### src/rtl/cache_pkg.sv
// Shared types and constants for the cache controller.
// Contents: FSM state enum, block geometry, and default bus widths.
package cache_pkg;

    localparam int unsigned BLOCK_WORDS = 4;
    localparam int unsigned OFFS_W      = $clog2(BLOCK_WORDS);
    localparam int unsigned DEF_ADDR_W  = 15;
    localparam int unsigned DEF_DATA_W  = 32;

    typedef enum logic [2:0] {
        ST_IDLE,
        ST_LOOKUP,
        ST_CHECK,
        ST_MEM_WAIT,
        ST_FILL,
        ST_RESPOND
    } state_t;

endpackage

### src/rtl/cache_ctrl_if.sv
// Bus bundle between the cache controller and its CPU, cache array and memory.
// master: controller side (drives cpu_ready/cpu_data/cache_addr/cache_write/mem_req/mem_addr).
// slave : environment side (drives cpu_req/cpu_addr/cache_hit/cache_miss/cache_rdata/mem_ready).
interface cache_ctrl_if
    import cache_pkg::*;
#(
    parameter int unsigned ADDR_W = DEF_ADDR_W,
    parameter int unsigned DATA_W = DEF_DATA_W
);
    logic              cpu_req;
    logic [ADDR_W-1:0] cpu_addr;
    logic              cpu_ready;
    logic [DATA_W-1:0] cpu_data;
    logic [ADDR_W-1:0] cache_addr;
    logic              cache_hit;
    logic              cache_miss;
    logic [DATA_W-1:0] cache_rdata;
    logic              cache_write;
    logic              mem_req;
    logic [ADDR_W-1:0] mem_addr;
    logic              mem_ready;

    modport master (
        input  cpu_req, cpu_addr, cache_hit, cache_miss, cache_rdata, mem_ready,
        output cpu_ready, cpu_data, cache_addr, cache_write, mem_req, mem_addr
    );

    modport slave (
        output cpu_req, cpu_addr, cache_hit, cache_miss, cache_rdata, mem_ready,
        input  cpu_ready, cpu_data, cache_addr, cache_write, mem_req, mem_addr
    );
endinterface

### src/rtl/sat_counter.sv
// W-bit saturating incrementer with synchronous clear.
// Ports: clk, clr (sync clear), inc (count enable), count (current value).
module sat_counter #(
    parameter int unsigned W = 16
) (
    input  logic         clk,
    input  logic         clr,
    input  logic         inc,
    output logic [W-1:0] count
);
    // Holds at all-ones once reached.
    always_ff @(posedge clk) begin
        if (clr) begin
            count <= '0;
        end else if (inc && (count != '1)) begin
            count <= count + W'(1);
        end
    end
endmodule

### src/rtl/cache_ctrl.sv
// Read-only cache controller: lookup, miss handling with block fill, re-check, respond.
// Ports: clk, rst (sync, active-high), bus (cache_ctrl_if.master), hit_count, miss_count.
// Macro CACHE_STATS_EN: when defined, hit/miss counters are saturating flops;
// otherwise both count outputs are tied to zero.
module cache_ctrl
    import cache_pkg::*;
#(
    parameter int unsigned ADDR_W = DEF_ADDR_W,
    parameter int unsigned DATA_W = DEF_DATA_W,
    parameter int unsigned CNT_W  = 16
) (
    input  logic             clk,
    input  logic             rst,
    cache_ctrl_if.master     bus,
    output logic [CNT_W-1:0] hit_count,
    output logic [CNT_W-1:0] miss_count
);
    state_t            state, state_nx;
    logic [ADDR_W-1:0] addr_q, addr_nx;
    logic              cpu_ready_q, cpu_ready_nx;
    logic [DATA_W-1:0] cpu_data_q, cpu_data_nx;
    logic              cache_write_q, cache_write_nx;
    logic              mem_req_q, mem_req_nx;

    // State and registered outputs.
    always_ff @(posedge clk) begin
        if (rst) begin
            state         <= ST_IDLE;
            addr_q        <= '0;
            cpu_ready_q   <= 1'b0;
            cpu_data_q    <= '0;
            cache_write_q <= 1'b0;
            mem_req_q     <= 1'b0;
        end else begin
            state         <= state_nx;
            addr_q        <= addr_nx;
            cpu_ready_q   <= cpu_ready_nx;
            cpu_data_q    <= cpu_data_nx;
            cache_write_q <= cache_write_nx;
            mem_req_q     <= mem_req_nx;
        end
    end

    // Next-state logic; a miss flag wins over a simultaneous hit flag.
    always_comb begin
        state_nx = state;
        case (state)
            ST_IDLE:     if (bus.cpu_req) state_nx = ST_LOOKUP;
            ST_LOOKUP:   state_nx = ST_CHECK;
            ST_CHECK: begin
                if (bus.cache_miss)     state_nx = ST_MEM_WAIT;
                else if (bus.cache_hit) state_nx = ST_RESPOND;
            end
            ST_MEM_WAIT: if (bus.mem_ready) state_nx = ST_FILL;
            ST_FILL:     state_nx = ST_LOOKUP;
            ST_RESPOND:  state_nx = ST_IDLE;
            default:     state_nx = ST_IDLE;
        endcase
    end

    // Output next values; mem_req/cache_write are keyed off the next state so
    // they line up with MEM_WAIT/FILL, cpu_ready/cpu_data capture the RESPOND cycle.
    always_comb begin
        addr_nx        = addr_q;
        cpu_data_nx    = cpu_data_q;
        cpu_ready_nx   = 1'b0;
        mem_req_nx     = 1'b0;
        cache_write_nx = 1'b0;
        if ((state == ST_IDLE) && bus.cpu_req) addr_nx = bus.cpu_addr;
        if (state == ST_RESPOND) begin
            cpu_ready_nx = 1'b1;
            cpu_data_nx  = bus.cache_rdata;
        end
        mem_req_nx     = (state_nx == ST_MEM_WAIT);
        cache_write_nx = (state_nx == ST_FILL);
    end

    assign bus.cache_addr  = (state == ST_IDLE) ? bus.cpu_addr : addr_q;
    assign bus.mem_addr    = {addr_q[ADDR_W-1:OFFS_W], OFFS_W'(0)};
    assign bus.cpu_ready   = cpu_ready_q;
    assign bus.cpu_data    = cpu_data_q;
    assign bus.cache_write = cache_write_q;
    assign bus.mem_req     = mem_req_q;

`ifdef CACHE_STATS_EN
    logic hit_inc, miss_inc;
    assign hit_inc  = (state == ST_CHECK) && (state_nx == ST_RESPOND);
    assign miss_inc = (state == ST_CHECK) && (state_nx == ST_MEM_WAIT);

    sat_counter #(.W(CNT_W)) u_hit_cnt (
        .clk   (clk),
        .clr   (rst),
        .inc   (hit_inc),
        .count (hit_count)
    );

    sat_counter #(.W(CNT_W)) u_miss_cnt (
        .clk   (clk),
        .clr   (rst),
        .inc   (miss_inc),
        .count (miss_count)
    );
`else
    assign hit_count  = '0;
    assign miss_count = '0;
`endif

endmodule

### src/flat_wrapper.sv
// flat-port wrapper written by rule: the top's interface ports become plain ports
module cache_ctrl_flat import cache_pkg::*;
#(
    parameter int unsigned ADDR_W = DEF_ADDR_W,
    parameter int unsigned DATA_W = DEF_DATA_W,
    parameter int unsigned CNT_W  = 16
)
  (clk, rst, hit_count, miss_count, bus_cpu_req, bus_cpu_addr, bus_cache_hit, bus_cache_miss, bus_cache_rdata, bus_mem_ready, bus_cpu_ready, bus_cpu_data, bus_cache_addr, bus_cache_write, bus_mem_req, bus_mem_addr);
  cache_ctrl_if #(.ADDR_W(ADDR_W), .DATA_W(DATA_W)) bus_i ();
  input  logic clk;
  input  logic rst;
  output logic [CNT_W-1:0] hit_count;
  output logic [CNT_W-1:0] miss_count;
  input wire logic [$bits(bus_i.cpu_req)-1:0] bus_cpu_req;
  input wire logic [$bits(bus_i.cpu_addr)-1:0] bus_cpu_addr;
  input wire logic [$bits(bus_i.cache_hit)-1:0] bus_cache_hit;
  input wire logic [$bits(bus_i.cache_miss)-1:0] bus_cache_miss;
  input wire logic [$bits(bus_i.cache_rdata)-1:0] bus_cache_rdata;
  input wire logic [$bits(bus_i.mem_ready)-1:0] bus_mem_ready;
  output wire logic [$bits(bus_i.cpu_ready)-1:0] bus_cpu_ready;
  output wire logic [$bits(bus_i.cpu_data)-1:0] bus_cpu_data;
  output wire logic [$bits(bus_i.cache_addr)-1:0] bus_cache_addr;
  output wire logic [$bits(bus_i.cache_write)-1:0] bus_cache_write;
  output wire logic [$bits(bus_i.mem_req)-1:0] bus_mem_req;
  output wire logic [$bits(bus_i.mem_addr)-1:0] bus_mem_addr;
  assign bus_i.cpu_req = bus_cpu_req;
  assign bus_i.cpu_addr = bus_cpu_addr;
  assign bus_i.cache_hit = bus_cache_hit;
  assign bus_i.cache_miss = bus_cache_miss;
  assign bus_i.cache_rdata = bus_cache_rdata;
  assign bus_i.mem_ready = bus_mem_ready;
  assign bus_cpu_ready = bus_i.cpu_ready;
  assign bus_cpu_data = bus_i.cpu_data;
  assign bus_cache_addr = bus_i.cache_addr;
  assign bus_cache_write = bus_i.cache_write;
  assign bus_mem_req = bus_i.mem_req;
  assign bus_mem_addr = bus_i.mem_addr;
  cache_ctrl #(.ADDR_W(ADDR_W), .DATA_W(DATA_W), .CNT_W(CNT_W)) u_core (.clk(clk), .rst(rst), .bus(bus_i), .hit_count(hit_count), .miss_count(miss_count));
endmodule
### config.mk
export PLATFORM = sky130hd
export DESIGN_NAME = cache_ctrl_flat
export DESIGN_NICKNAME = d
export VERILOG_FILES = /design/src/rtl/cache_pkg.sv /design/src/rtl/cache_ctrl_if.sv /design/src/rtl/sat_counter.sv /design/src/rtl/cache_ctrl.sv /design/src/flat_wrapper.sv
export SDC_FILE = /design/constraint.sdc
export NUM_CORES = 1
export LEC_CHECK = 0
export BUFFER_PORTS_ARGS = -buffer_cell sky130_fd_sc_hd__clkbuf_2
export CAP_MARGIN = 10
export CORE_ASPECT_RATIO = 1.25
export CORE_MARGIN = 1.5
export CORE_UTILIZATION = 47
export CTS_CLUSTER_SIZE = 12
export DETAILED_ROUTE_END_ITERATION = 7
export GPL_ROUTABILITY_DRIVEN = 0
export GPL_TIMING_DRIVEN = 0
export MAX_ROUTING_LAYER = met4
export PLACE_DENSITY = 0.95
export SLEW_MARGIN = 20
export SYNTH_ARGS = -nofsm -noshare
export SYNTH_HDL_FRONTEND = slang
export SYNTH_HIERARCHICAL = 1
export SYNTH_SLANG_ARGS = --single-unit
### constraint.sdc
create_clock -name clk -period 3.05 [get_ports clk]
set_input_delay 0 -clock clk [delete_from_list [all_inputs] [get_ports clk]]
set_output_delay 0 -clock clk [all_outputs]
set_load 0.05 [all_outputs]
# ---- Yosys cells after proc, flatten, opt, wreduce, memory -nomap -nowiden
# Cells that the tools add are included.
dict set report word_totals {
  ff_bits 53
  latch_bits 0
  mem_bits_rw 0
  rom_bits 0
  inputBits 53
  output_inout_bits 97
  elab_cells 22
  n_memories 0
}
dict set report classes {
  addsub 0
  mul 0
  div 0
  magnitude_cmp 0
  eq_ne 7
  shifts 0
  n_mux 7
  n_bitwise 0
  reduce_logical 2
}
# cell count
set ops {}
lappend ops {{$mux 15} 1}
lappend ops {{$pmux 3 s5} 1}
lappend ops {{$mux 3} 4}
lappend ops {{$eq 3x2->1 const B} 3}
lappend ops {{$eq 3x3->1 const B} 3}
lappend ops {{$eq 3x1->1 const B} 1}
lappend ops {{$logic_not 3->1} 1}
lappend ops {{$logic_and 1x1->1} 1}
lappend ops {{$mux 1} 1}

# ---- Longest topological paths before layout
# Gate-level depths: netlist of the first run.
dict set report depth {
  ltp_word 4
  mapped_depth 6
  ltp_nobuf 3
}

# ---- Least setup slack after synthesis of the first run
# Ideal clock, no wire load.
dict set report synth_timing {
  kind {register to output}
  startpoint {register u_core.state[2]}
  endpoint {output port bus_cache_addr[5]}
  arrival_ns 1.522
  required_ns 3.050
  slack_ns 1.528
  stages_incl_launch_ff 5
  n_path_buf 2
  cell_sequence {dfxtp_1 -> buf_6 -> nor3_2 -> buf_4 -> mux2_1}
}
dict set report synth_between {
  elab_chain_len 2
}
# item line_no
set synth_lines {}
lappend synth_lines {{from (decl)} cache_ctrl.sv:18} ;# state_t state, state_nx;
lappend synth_lines {{from (signal assigned)} cache_ctrl.sv:35} ;# state <= state_nx;
lappend synth_lines {{$logic_not 3->1} cache_ctrl.sv:78} ;# assign bus.cache_addr = (state == ST_IDLE) ? bus.cpu_addr : addr_q;
lappend synth_lines {{$mux 15} cache_ctrl.sv:78}
lappend synth_lines {{to (decl)} flat_wrapper.sv:22} ;# output wire logic [$bits(bus_i.cache_addr)-1:0] bus_cache_addr;
# No other way between the ends.

# ---- Worst setup path in the final report of the first run
dict set report layout_timing {
  startpoint {register u_core.state[2]}
  endpoint {output port bus_cache_addr[6]}
}
# Same word-level chain as after synthesis.

==> results of run 1 <==
-- cell usage in the layout, fill, tap and decap left out, drive strengths merged --
master,count
or4b,1
nand2b,1
nor4b,2
o21a,1
o311a,1
nor4,1
conb,34
clkbuf,128
nor3,2
inv,1
buf,60
mux2,15
nand3b,2
dfxtp,53
nor3b,1
a21oi,48
dlygate4sd3,47
and3,1
bufinv,1
and3b,1
and4b,1
nor2,6
nand2,96
-- final timing paths --
check | startpoint | depth (start not counted) | end
hold reg to reg | u_core/bus.cpu_data[25]$_SDFFE_PP0P_ | 2 | u_core/bus.cpu_data[25]$_SDFFE_PP0P_
setup / recovery | u_core/state[2]$_SDFF_PP0_ | 5 | bus_cache_addr[6]
hold / removal | bus_mem_ready | 4 | u_core/state[2]$_SDFF_PP0_
setup reg to reg | u_core/state[2]$_SDFF_PP0_ | 6 | u_core/addr_q[7]$_SDFFE_PP0P_
-- registers in the layout (all words and copies together), names as in the netlist --
signal / count
u_core/bus.cpu_data: 32
u_core/state: 3
u_core/bus.mem_req: 1
u_core/bus.cache_write: 1
u_core/addr_q: 15
u_core/bus.cpu_ready: 1
-- cell type report --
cell class                 count  share of cell area (%)
inverter                       1                  0.0967
timing repair buffer         161                    26.8
sequential                    53                    27.3
clock buffer                   7                    2.22
multi-input combinational    214                    28.9
clock inverter                 1                   0.773
buffer                        67                    11.8
tap                           62                    2.00
-- per-stage QoR --
step | total power, mW | util [%] | area, um2
3_5_place_dp | 1.28 | 64.4 | 3300
4_1_cts | 1.81 | 75.9 | 3880
6_report | 1.81 | 75.9 | 3880
5_1_grt | 1.89 | 75.9 | 3880
3_3_place_gp | 1.28 | 64.4 | 3300
2_1_floorplan | 1.18 | - | 2650
-- logic make-up (layout without fill, tap and decap cells) --
logic type             Yosys count  in the layout  synth area share [%]
AND/OR/NAND/NOR                115            115                  21.1
buffers and inverters           68            237                  18.3
multiplexers                    15             15                  6.69
AO/OA/AOI/OAI                   50             50                  11.7
flip-flops                      53             53                  42.0
other                            1             34                 0.149
-- power by group through the flow --
stage	logic, mW	registers [mW]	clock network [mW]
6_report	0.600	0.731	0.483
5_1_grt	0.631	0.734	0.523
4_1_cts	0.586	0.730	0.495
3_5_place_dp	0.537	0.746	0
3_3_place_gp	0.532	0.744	0
2_1_floorplan	0.431	0.752	0
-- repair_timing --
action	in CTS	in global routing
endpoints found under the setup margin	0	0
hold buffers	47	0
setup buffers	0	0
endpoints found under the hold margin	47	0
-- per-layer routing --
metal	global-route usage, %	share of wire, %
met5	-	0
met2	49.6	55
met3	4.64	6.8
met1	23.5	34
met4	14.7	4.2
-- worst min-delay path, delay by kind of cell --
family / cells / cell delay (ps)
simple gates: 2 / 110
compound gates: 1 / 130
buf+inv: 1 / 90
==> flow_summary.yaml, run 1 <==
sta:
  worst_pin_slew_ps: 621
  hold_viol: 0
  setup_slack_ps: 955
  finalSetupTns_ps: 0
  share_of_the_clock_period_used_by_the_worst_path_pct: 68.7
  grt_setup_unrepaired: "no"
  max_slew_margin_pct: 58.6
  finalSetupViolations: 0
  layout_min_cycle_time_ps: 2090
  timing.clock.skew_ps: 6.68
  holdWs_ps: 69.1
  final_max_slew_viol_count: 0
  max_freq_ghz: 0.477
clock_network:
  cts_tree: "yes"
  clkLatencyLatePin_ps: 290
  post_cts_resized: 0
  numCtsBuffers: 5
  clkSlewWorstSetupHoldPaths_ps: 90
  cts-htree-levels: 2
  clock_tree.buffer_depth: 2
  cts_sinks: 53
  cts_root_buffer: "sky130_fd_sc_hd__clkbuf_8"
finish:
  multi_input_comb_area_um2: 1120
  stdcell_count: 566
  antenna-diode-count: 0
  area.growth.synth_to_final_pct: 53.8
  seq_area_um2: 1060
  drive_gt1_share_pct: 43.3
  final.fill_count: 339
  fin_nets: 556
setup_path:
  reg2reg_setup_slack_ps: 1480
  crit_chain: "buf_6 > nor3_2 > buf_4 > mux2_2 > clkbuf_2"
  cp-start-kind: "flop"
  worstPathRequired_ps: 3050
  crit_arrival_ps: 2090
  cpPeakStageDelay_ps: 450
  cp-end-kind: "primary output"
  critPathSlowestCell: "sky130_fd_sc_hd__nor3_2"
  worstPathBufferInverterCount: 3
  crit_family: "buffers and inverters"
  critical_path_peak_fanout: 10
  critical_path_class: "reg2out"
power:
  cell_internal_pwr_mw: 1.19
  pwr-share-seq_pct: 40.3
  share_clk_of_total_power_pct: 26.6
  p_sw_share_pct: 34.6
  p_leak_nw: 1.87
  netSwitchingPower_uw: 628
  comb_power_share_pct: 33.1
  powerDensity_nw_per_um2: 467
  maximum_vdd_drop_mv: 0.346
floorplanning:
  floorplan.die_area_um2: 5820
  floorplan.core_area_um2: 5120
  die_height_um: 84.9
  floorplan.io_pins: 150
  row_count: 29
  die-width_um: 68.5
  initial_util_pct: 49.3
synth:
  ys_top_cells_by_count: "sky130_fd_sc_hd__nand2_1 (86), sky130_fd_sc_hd__dfxtp_1 (53), sky130_fd_sc_hd__buf_4 (48), sky130_fd_sc_hd__a21oi_1 (38), sky130_fd_sc_hd__mux2_2 (14)"
  post-synth-top-count-cell: "sky130_fd_sc_hd__nand2_1"
  postSynthRegisterBits: 53
  synth-main-ff-cell: "sky130_fd_sc_hd__dfxtp_1"
  syn_avg_cell_area_um2: 8.36
  yosys.cell_types.count: 28
  fraction_of_post_synthesis_cell_area_in_the_top_cell_type_by_area_pct: 42.0
  synth-edff-count: 0
  mappedNetlistArea_um2: 2520
  synthArstFlopShare_pct: 0
  synth_area_leaders: "sky130_fd_sc_hd__dfxtp_1 (42%), sky130_fd_sc_hd__buf_4 (14%), sky130_fd_sc_hd__nand2_1 (13%), sky130_fd_sc_hd__a21oi_1 (7.5%), sky130_fd_sc_hd__mux2_2 (6.2%)"
  synth.yosys.seq_area_share_pct: 42.0
  synthesis.instances: 302
  yosysWarningCount: 6
  yosysTopAreaCell: "sky130_fd_sc_hd__dfxtp_1"
place:
  placed_cells: 511
  hpwlAfterDp_um: 4620
  port_buffers: 114
  dp_slack_ps: 1310
global_routing:
  globalRoute.totalOverflow: 0
  via_count_of_the_first_global_routing_pass: 2680
  largest_net_degree_at_the_start_of_global_routing: 16
  track_usage_pct: 26.4
  grt_pass1_wl_um: 11400
  grt_antenna_before_repair: 0
route:
  detail_route.wl_per_cell_um: 13.4
  vias_per_std_cell: 4.73
  totalWireLength_um: 7610
  drc_violations: 0
  detailedRoute.firstPassIterationCount: 6
  first_iter_violations: 133
  vias: 2676
  detail-route-antenna-nets: 0
outcome:
  run_status: "completed"
worst_hold_path:
  hold_class: "in2reg"
run:
  max_capacitance_violation_total: 0
(Power assumes the default switching activity.)
==> inputs of run 2 (changes only) <==
--- a/config.mk
+++ b/config.mk
@@ -5,17 +5,18 @@
 export SDC_FILE = /design/constraint.sdc
 export NUM_CORES = 1
 export LEC_CHECK = 0
+export ABC_AREA = 1
 export BUFFER_PORTS_ARGS = -buffer_cell sky130_fd_sc_hd__clkbuf_2
 export CAP_MARGIN = 10
 export CORE_ASPECT_RATIO = 1.25
 export CORE_MARGIN = 1.5
-export CORE_UTILIZATION = 47
+export CORE_UTILIZATION = 40
 export CTS_CLUSTER_SIZE = 12
 export DETAILED_ROUTE_END_ITERATION = 7
 export GPL_ROUTABILITY_DRIVEN = 0
 export GPL_TIMING_DRIVEN = 0
 export MAX_ROUTING_LAYER = met4
-export PLACE_DENSITY = 0.95
+export PLACE_DENSITY = 0.85
 export SLEW_MARGIN = 20
 export SYNTH_ARGS = -nofsm -noshare
 export SYNTH_HDL_FRONTEND = slang
==> constraint.sdc (replaced) <==
create_clock -name clk -period 1.76 [get_ports clk]
set_input_delay 0 -clock clk [delete_from_list [all_inputs] [get_ports clk]]
set_output_delay 0 -clock clk [all_outputs]
set_load 0.05 [all_outputs]
==> run 2 against run 1 <==
Effect of this change: hold slack worse by 61 ps; cell area up 5.9%; non-clock buffer count increased by 1; clock power increased by 37%; highest routed layer unchanged; sequential share of layout area decreased by 1.4 points; combinational power is 100% higher; synthesized cell count rose by 12%; flip-flop and latch count did not move.
==> flow_summary.yaml, run 2 <==
outcome:
  run_status: "completed"
sta:
  grt_setup_unrepaired: "no"
  finalSetupTns_ps: 0
  holdWs_ps: 8.09
  timing.clock.skew_ps: 8.69
  finalSetupViolations: 0
  share_of_the_clock_period_used_by_the_worst_path_pct: 94.4
  layout_min_cycle_time_ps: 1660
  hold_viol: 0
  final_max_slew_viol_count: 0
  max_freq_ghz: 0.602
synth:
  synth-edff-count: 0
  postSynthRegisterBits: 53
  yosysWarningCount: 6
  fraction_of_post_synthesis_cell_area_in_the_top_cell_type_by_area_pct: 38.9
  synthesis.instances: 339
  synthesized_area_fraction_occupied_by_ao_oa_aoi_and_oai_cells_pct: 20.2
  yosysTopAreaCell: "sky130_fd_sc_hd__dfxtp_1"
  synth.area.mux_share_pct: 0
  synth-main-ff-cell: "sky130_fd_sc_hd__dfxtp_1"
  dominant_combinational_cell_family_by_area_after_synthesis: "buffers and inverters"
  synth.yosys.seq_area_share_pct: 38.9
  synth_xor_area_share_pct: 0
  ys_top_cells_by_count: "sky130_fd_sc_hd__buf_4 (53), sky130_fd_sc_hd__dfxtp_1 (53), sky130_fd_sc_hd__nand2_1 (52), sky130_fd_sc_hd__inv_1 (34), sky130_fd_sc_hd__a21oi_1 (28)"
  simple_gate_portion_of_the_synthesized_area_pct: 17.0
  post_synthesis_share_of_cell_area_spent_on_full_adders_half_adders_and_majority_gates_pct: 0
  yosys.cell_types.count: 22
  synthArstFlopShare_pct: 0
  synth_area_leaders: "sky130_fd_sc_hd__dfxtp_1 (39%), sky130_fd_sc_hd__buf_4 (15%), sky130_fd_sc_hd__nand2_1 (7.2%), sky130_fd_sc_hd__a21oi_2 (6.4%), sky130_fd_sc_hd__o21ai_2 (6.4%)"
  syn_avg_cell_area_um2: 8.04
  mappedNetlistArea_um2: 2730
route:
  detail_route.wl_per_cell_um: 13.1
  wirelength_met1_um: 3130
  vias: 2928
  dr.max_layer_used: "met4"
  drc_violations: 0
  vias_per_std_cell: 4.66
  detailedRoute.firstPassIterationCount: 6
  first_iter_violations: 122
  totalWireLength_um: 8220
  dr_wl_met3_um: 727
  route.met2.wl_um: 4170
  detail-route-antenna-nets: 0
power:
  design_power_total_mw: 3.15
  powerDensity_nw_per_um2: 767
  maximum_vdd_drop_mv: 0.402
  p_leak_nw: 1.99
setup_path:
  cp-start-kind: "flop"
  worst_r2r_path_depth: 5
  critical_path_class: "reg2out"
  crit_arrival_ps: 1660
  worstPathRequired_ps: 1760
  critical_path_peak_fanout: 10
  cp-end-kind: "primary output"
floorplanning:
  die-width_um: 76.8
  initial_util_pct: 41.5
  die_height_um: 95.3
  floorplan.die_area_um2: 7320
  floorplan.io_pins: 150
  floorplan.core_area_um2: 6570
  row_count: 33
clock_network:
  clock_tree.buffer_depth: 2
  cts_tree: "yes"
  numCtsBuffers: 5
  cts-htree-levels: 2
  cts_root_buffer: "sky130_fd_sc_hd__clkbuf_8"
  clkLatencyLatePin_ps: 300
  cts_sinks: 53
  clkSlewWorstSetupHoldPaths_ps: 90
  post-cts-setup-buffer-count: 0
finish:
  largest_register_ffs: 32
  final_common_cell: "sky130_fd_sc_hd__clkbuf_2"
  antenna-diode-count: 0
  layout.cells.most_common_list: "sky130_fd_sc_hd__clkbuf_2 (106), sky130_fd_sc_hd__buf_4 (53), sky130_fd_sc_hd__nand2_1 (51)"
  fin_nets: 594
  area.growth.synth_to_final_pct: 50.9
  drive_gt1_share_pct: 43.5
global_routing:
  track_usage_pct: 22.8
  via_count_of_the_first_global_routing_pass: 2912
  largest_net_degree_at_the_start_of_global_routing: 17
  grt_pass1_wl_um: 13200
  globalRoute.totalOverflow: 0
  grt_antenna_before_repair: 0
worst_hold_path:
  hold_critical_path_depth: 4
  hold_class: "in2reg"
run:
  max_capacitance_violation_total: 0
place:
  hpwlAfterDp_um: 5360
  port_buffers: 114
-- run 2: report_power, final --
part	total (mW)	leakage, nW	internal, mW	switching, mW
Sequential	1.29	0.431	1.24	0.0426
Combinational	1.20	1.52	0.375	0.830
Clock	0.662	0.0439	0.275	0.387
Total	3.15	1.99	1.90	1.26
-- run 2: kinds of logic after synthesis --
group | after synthesis
flops | 53
other cells | 1
compound gates | 80
buf+inv | 105
simple gates | 100
-- run 2: worst paths after layout --
path | from | end | slack [ps]
max | u_core/state[1]$_SDFF_PP0_ | bus_cache_addr[9] | 100
min | bus_cache_miss | u_core/state[2]$_SDFF_PP0_ | 8
max reg2reg | u_core/state[1]$_SDFF_PP0_ | u_core/addr_q[10]$_SDFFE_PP0P_ | 470
min reg2reg | u_core/bus.cpu_data[28]$_SDFFE_PP0P_ | u_core/bus.cpu_data[28]$_SDFFE_PP0P_ | 440
-- run 2: through the flow --
step / util, % / worst slack [ps] / cell area, um2 / instances
final: 62.6 / 98.4 / 4110 / 629
after global routing: 62.6 / 26.4 / 4110 / 629
after CTS: 62.4 / 7.73 / 4100 / 629
after detailed placement: 53.7 / 290 / 3530 / 573
after global placement: 53.7 / 312 / 3530 / 573
after floorplan: - / 473 / 2850 / 372
-- run 2: timing repair --
| action | CTS | global route |
|---|---|---|
| gates cloned | 0 | 0 |
| pin swaps | 0 | 0 |
| hold endpoints to repair | 48 | 0 |
| resized for setup | 2 | 17 |
| endpoints found under the setup margin | 10 | 10 |
| hold buffers | 48 | 0 |
-- run 2: area by class of cell --
class                      count  area (um2)
clock buffer                   5        68.8
tap                           87         109
sequential                    53        1060
multi-input combinational    214        1140
clock inverter                 3        17.5
buffer                        67         509
inverter                      38         143
timing repair buffer         162        1060
fill                         547        2450
-- run 2: worst max-delay path: stages (launching register included) --
cell	delay [ps]
sky130_fd_sc_hd__dfxtp_2	370
sky130_fd_sc_hd__nor2_4	250
sky130_fd_sc_hd__nand2_2	160
sky130_fd_sc_hd__clkbuf_4	230
sky130_fd_sc_hd__nand2_1	90
sky130_fd_sc_hd__nand2_1	60
sky130_fd_sc_hd__clkbuf_4	210
-- run 2: per-layer routing --
layer	track usage (%)	vias to the layer above
met5	-	-
met3	5.36	23
met4	8.02	0
met1	22.8	1303
li1	-	1423
met2	43.2	179
==> inputs of run 3 (changes only) <==
--- a/config.mk
+++ b/config.mk
@@ -8,14 +8,13 @@
 export ABC_AREA = 1
 export BUFFER_PORTS_ARGS = -buffer_cell sky130_fd_sc_hd__clkbuf_2
 export CAP_MARGIN = 10
-export CORE_ASPECT_RATIO = 1.25
+export CORE_ASPECT_RATIO = 1.2
 export CORE_MARGIN = 1.5
 export CORE_UTILIZATION = 40
 export CTS_CLUSTER_SIZE = 12
 export DETAILED_ROUTE_END_ITERATION = 7
 export GPL_ROUTABILITY_DRIVEN = 0
 export GPL_TIMING_DRIVEN = 0
-export MAX_ROUTING_LAYER = met4
 export PLACE_DENSITY = 0.85
 export SLEW_MARGIN = 20
 export SYNTH_ARGS = -nofsm -noshare
==> run 3 against run 2 <==
Effect of this change: global-route usage down 1.5 points; combinational power hardly changed; count of clock-buffer cells in the layout is 1 higher; setup slack better by 40 ps; sequential share of layout area shrank 0.10 points; hold slack gained 7.3 ps; non-clock buffer count rose by 1; first-iteration DRC count decreased by 28%; die area about the same; critical path type unchanged; critical endpoint is now bus_cache_addr[10]; highest routed layer unchanged.
==> flow_summary.yaml, run 3 (synthesis gave the netlist of run 2 again) <==
floorplanning:
  die-width_um: 78.3
  floorplan.core_area_um2: 6530
  floorplan.die_area_um2: 7320
  initial_util_pct: 41.8
  floorplan.io_pins: 150
  die_height_um: 93.4
  row_count: 32
clock_network:
  clkLatencyLatePin_ps: 300
  numCtsBuffers: 5
  clock_tree.buffer_depth: 2
  clkSlewWorstSetupHoldPaths_ps: 80
  cts_sinks: 53
  cts-htree-levels: 2
  cts_tree: "yes"
  cts_root_buffer: "sky130_fd_sc_hd__clkbuf_8"
sta:
  grt_setup_unrepaired: "no"
  timing.clock.skew_ps: 11.5
  layout_min_cycle_time_ps: 1620
  finalSetupViolations: 0
  hold_viol: 0
  final_max_slew_viol_count: 0
  max_freq_ghz: 0.617
  finalSetupTns_ps: 0
  share_of_the_clock_period_used_by_the_worst_path_pct: 92.1
power:
  cell_internal_pwr_mw: 1.92
  design_power_total_mw: 3.16
  powerDensity_nw_per_um2: 766
  pwr-share-seq_pct: 40.6
  share_clk_of_total_power_pct: 20.8
  comb_power_share_pct: 38.6
  netSwitchingPower_mw: 1.24
  maximum_vdd_drop_mv: 0.463
  p_sw_share_pct: 39.3
  p_leak_nw: 2.00
worst_hold_path:
  hold-path-endpoint: "u_core/state[2]$_SDFF_PP0_"
  hold_start: "bus_cache_miss"
  hold_critical_path_depth: 4
  hold_class: "in2reg"
route:
  drc_violations: 0
  detailedRoute.firstPassIterationCount: 4
  vias_per_std_cell: 4.56
  vias: 2861
  totalWireLength_um: 7730
  detail_route.wl_per_cell_um: 12.3
  detail-route-antenna-nets: 0
  first_iter_violations: 88
setup_path:
  worst_r2r_startpoint: "u_core/state[0]$_SDFF_PP0_"
  cp-start-kind: "flop"
  timing.rr.end: "u_core/addr_q[6]$_SDFFE_PP0P_"
  crit_chain: "nor2_4 > nand2_2 > buf_2 > nand2_1 > nand2_1 > clkbuf_4"
  worst_r2r_path_depth: 6
  path_common_cell: "sky130_fd_sc_hd__nand2_1"
  crit_arrival_ps: 1620
  critical_path_class: "reg2out"
  cpPeakStageDelay_ps: 370
  cp-end-kind: "primary output"
  reg2reg_setup_slack_ps: 390
  critPathSlowestCell: "sky130_fd_sc_hd__dfxtp_2"
  worstPathRequired_ps: 1760
  critical_path_peak_fanout: 10
global_routing:
  globalRoute.busiestLayer: "met2"
  grt.met3_usage_pct: 5.27
  grt_util_met1_pct: 22.6
  via_count_of_the_first_global_routing_pass: 2760
  grt_antenna_before_repair: 0
  track_usage_pct: 21.2
  grt.met2_usage_pct: 41.6
  globalRoute.totalOverflow: 0
  grt_pass1_wl_um: 12400
  largest_net_degree_at_the_start_of_global_routing: 16
finish:
  antenna-diode-count: 0
  final_common_cell: "sky130_fd_sc_hd__clkbuf_2"
  area.growth.synth_to_final_pct: 51.5
  drive_gt1_share_pct: 43.6
  largest_register_ffs: 32
  fin_nets: 595
  layout.cells.most_common_list: "sky130_fd_sc_hd__clkbuf_2 (106), sky130_fd_sc_hd__buf_4 (55), sky130_fd_sc_hd__nand2_1 (51)"
  final_design_area_no_fill_um2: 4130
run:
  max_capacitance_violation_total: 0
place:
  post_dp_cell_area_um2: 3530
  hpwlAfterDp_um: 5120
  port_buffers: 114
outcome:
  run_status: "completed"
[run 3: cell types whose count changed in the layout (fill, tap and decap cells not counted), sizes merged]
cell	delta
dlygate4sd3	-1
clkbuf	+8
clkinvlp	-1
buf	-5
[run 3: routing by layer]
layer / share of wire [%] / up-vias
met3: 7.9 / 7
met5: 0 / -
met1: 38 / 1287
met4: 0.82 / 0
li1: - / 1425
met2: 53 / 142
[run 3: worst max path at each step]
| stage | startpoint | end | slack, ps | cells past startpoint |
|---|---|---|---|---|
| 2_1_floorplan | u_core/state[1]$_SDFF_PP0_ | bus_cache_addr[10] | 470 | 4 |
| 3_3_place_gp | u_core/state[1]$_SDFF_PP0_ | bus_cache_addr[10] | 310 | 5 |
| 3_5_place_dp | u_core/state[2]$_SDFF_PP0_ | bus_cache_addr[10] | 280 | 6 |
| 4_1_cts | u_core/state[2]$_SDFF_PP0_ | bus_cache_addr[10] | 70 | 6 |
| 5_1_grt | u_core/state[2]$_SDFF_PP0_ | bus_cache_addr[10] | 20 | 6 |
| 6_report | u_core/state[0]$_SDFF_PP0_ | bus_cache_addr[10] | 140 | 6 |
[run 3: repair_timing]
action	in CTS	in global routing
endpoints found under the hold margin	47	0
hold buffers	47	0
gates resized for setup	12	5
endpoints found under the setup margin	10	10
pin swaps	0	1
setup buffers	0	2
[run 3: critical path: cells and delay by family, from the launching register on]
| family | cells | cell delay [ps] |
|---|---|---|
| simple gates | 4 | 520 |
| buf+inv | 2 | 430 |
| flops | 1 | 370 |
[run 3: power groups by stage]
stage	clock network, mW	registers, mW	logic (mW)
after floorplan	0	1.33	0.836
after global placement	0	1.31	1.07
after detailed placement	0	1.31	1.08
after CTS	0.686	1.28	1.19
after global routing	0.734	1.29	1.29
final	0.657	1.28	1.22
[run 3: cell type report]
type                       count  area [um2]
fill                         503        2400
multi-input combinational    214        1140
timing repair buffer         163        1080
sequential                    53        1060
buffer                        67         507
inverter                      38         143
tap                           85         106
clock buffer                   6        72.6
clock inverter                 2        10.0
[run 3: stage by stage]
step	hold slack, ps	util (%)	cells	setup slack (ps)
detailed placement	270	54.0	571	276
floorplan	157	-	372	473
global route	17.8	63.2	628	23.0
CTS	11.4	62.9	626	69.6
finish	15.4	63.2	628	139
global placement	259	54.0	571	310
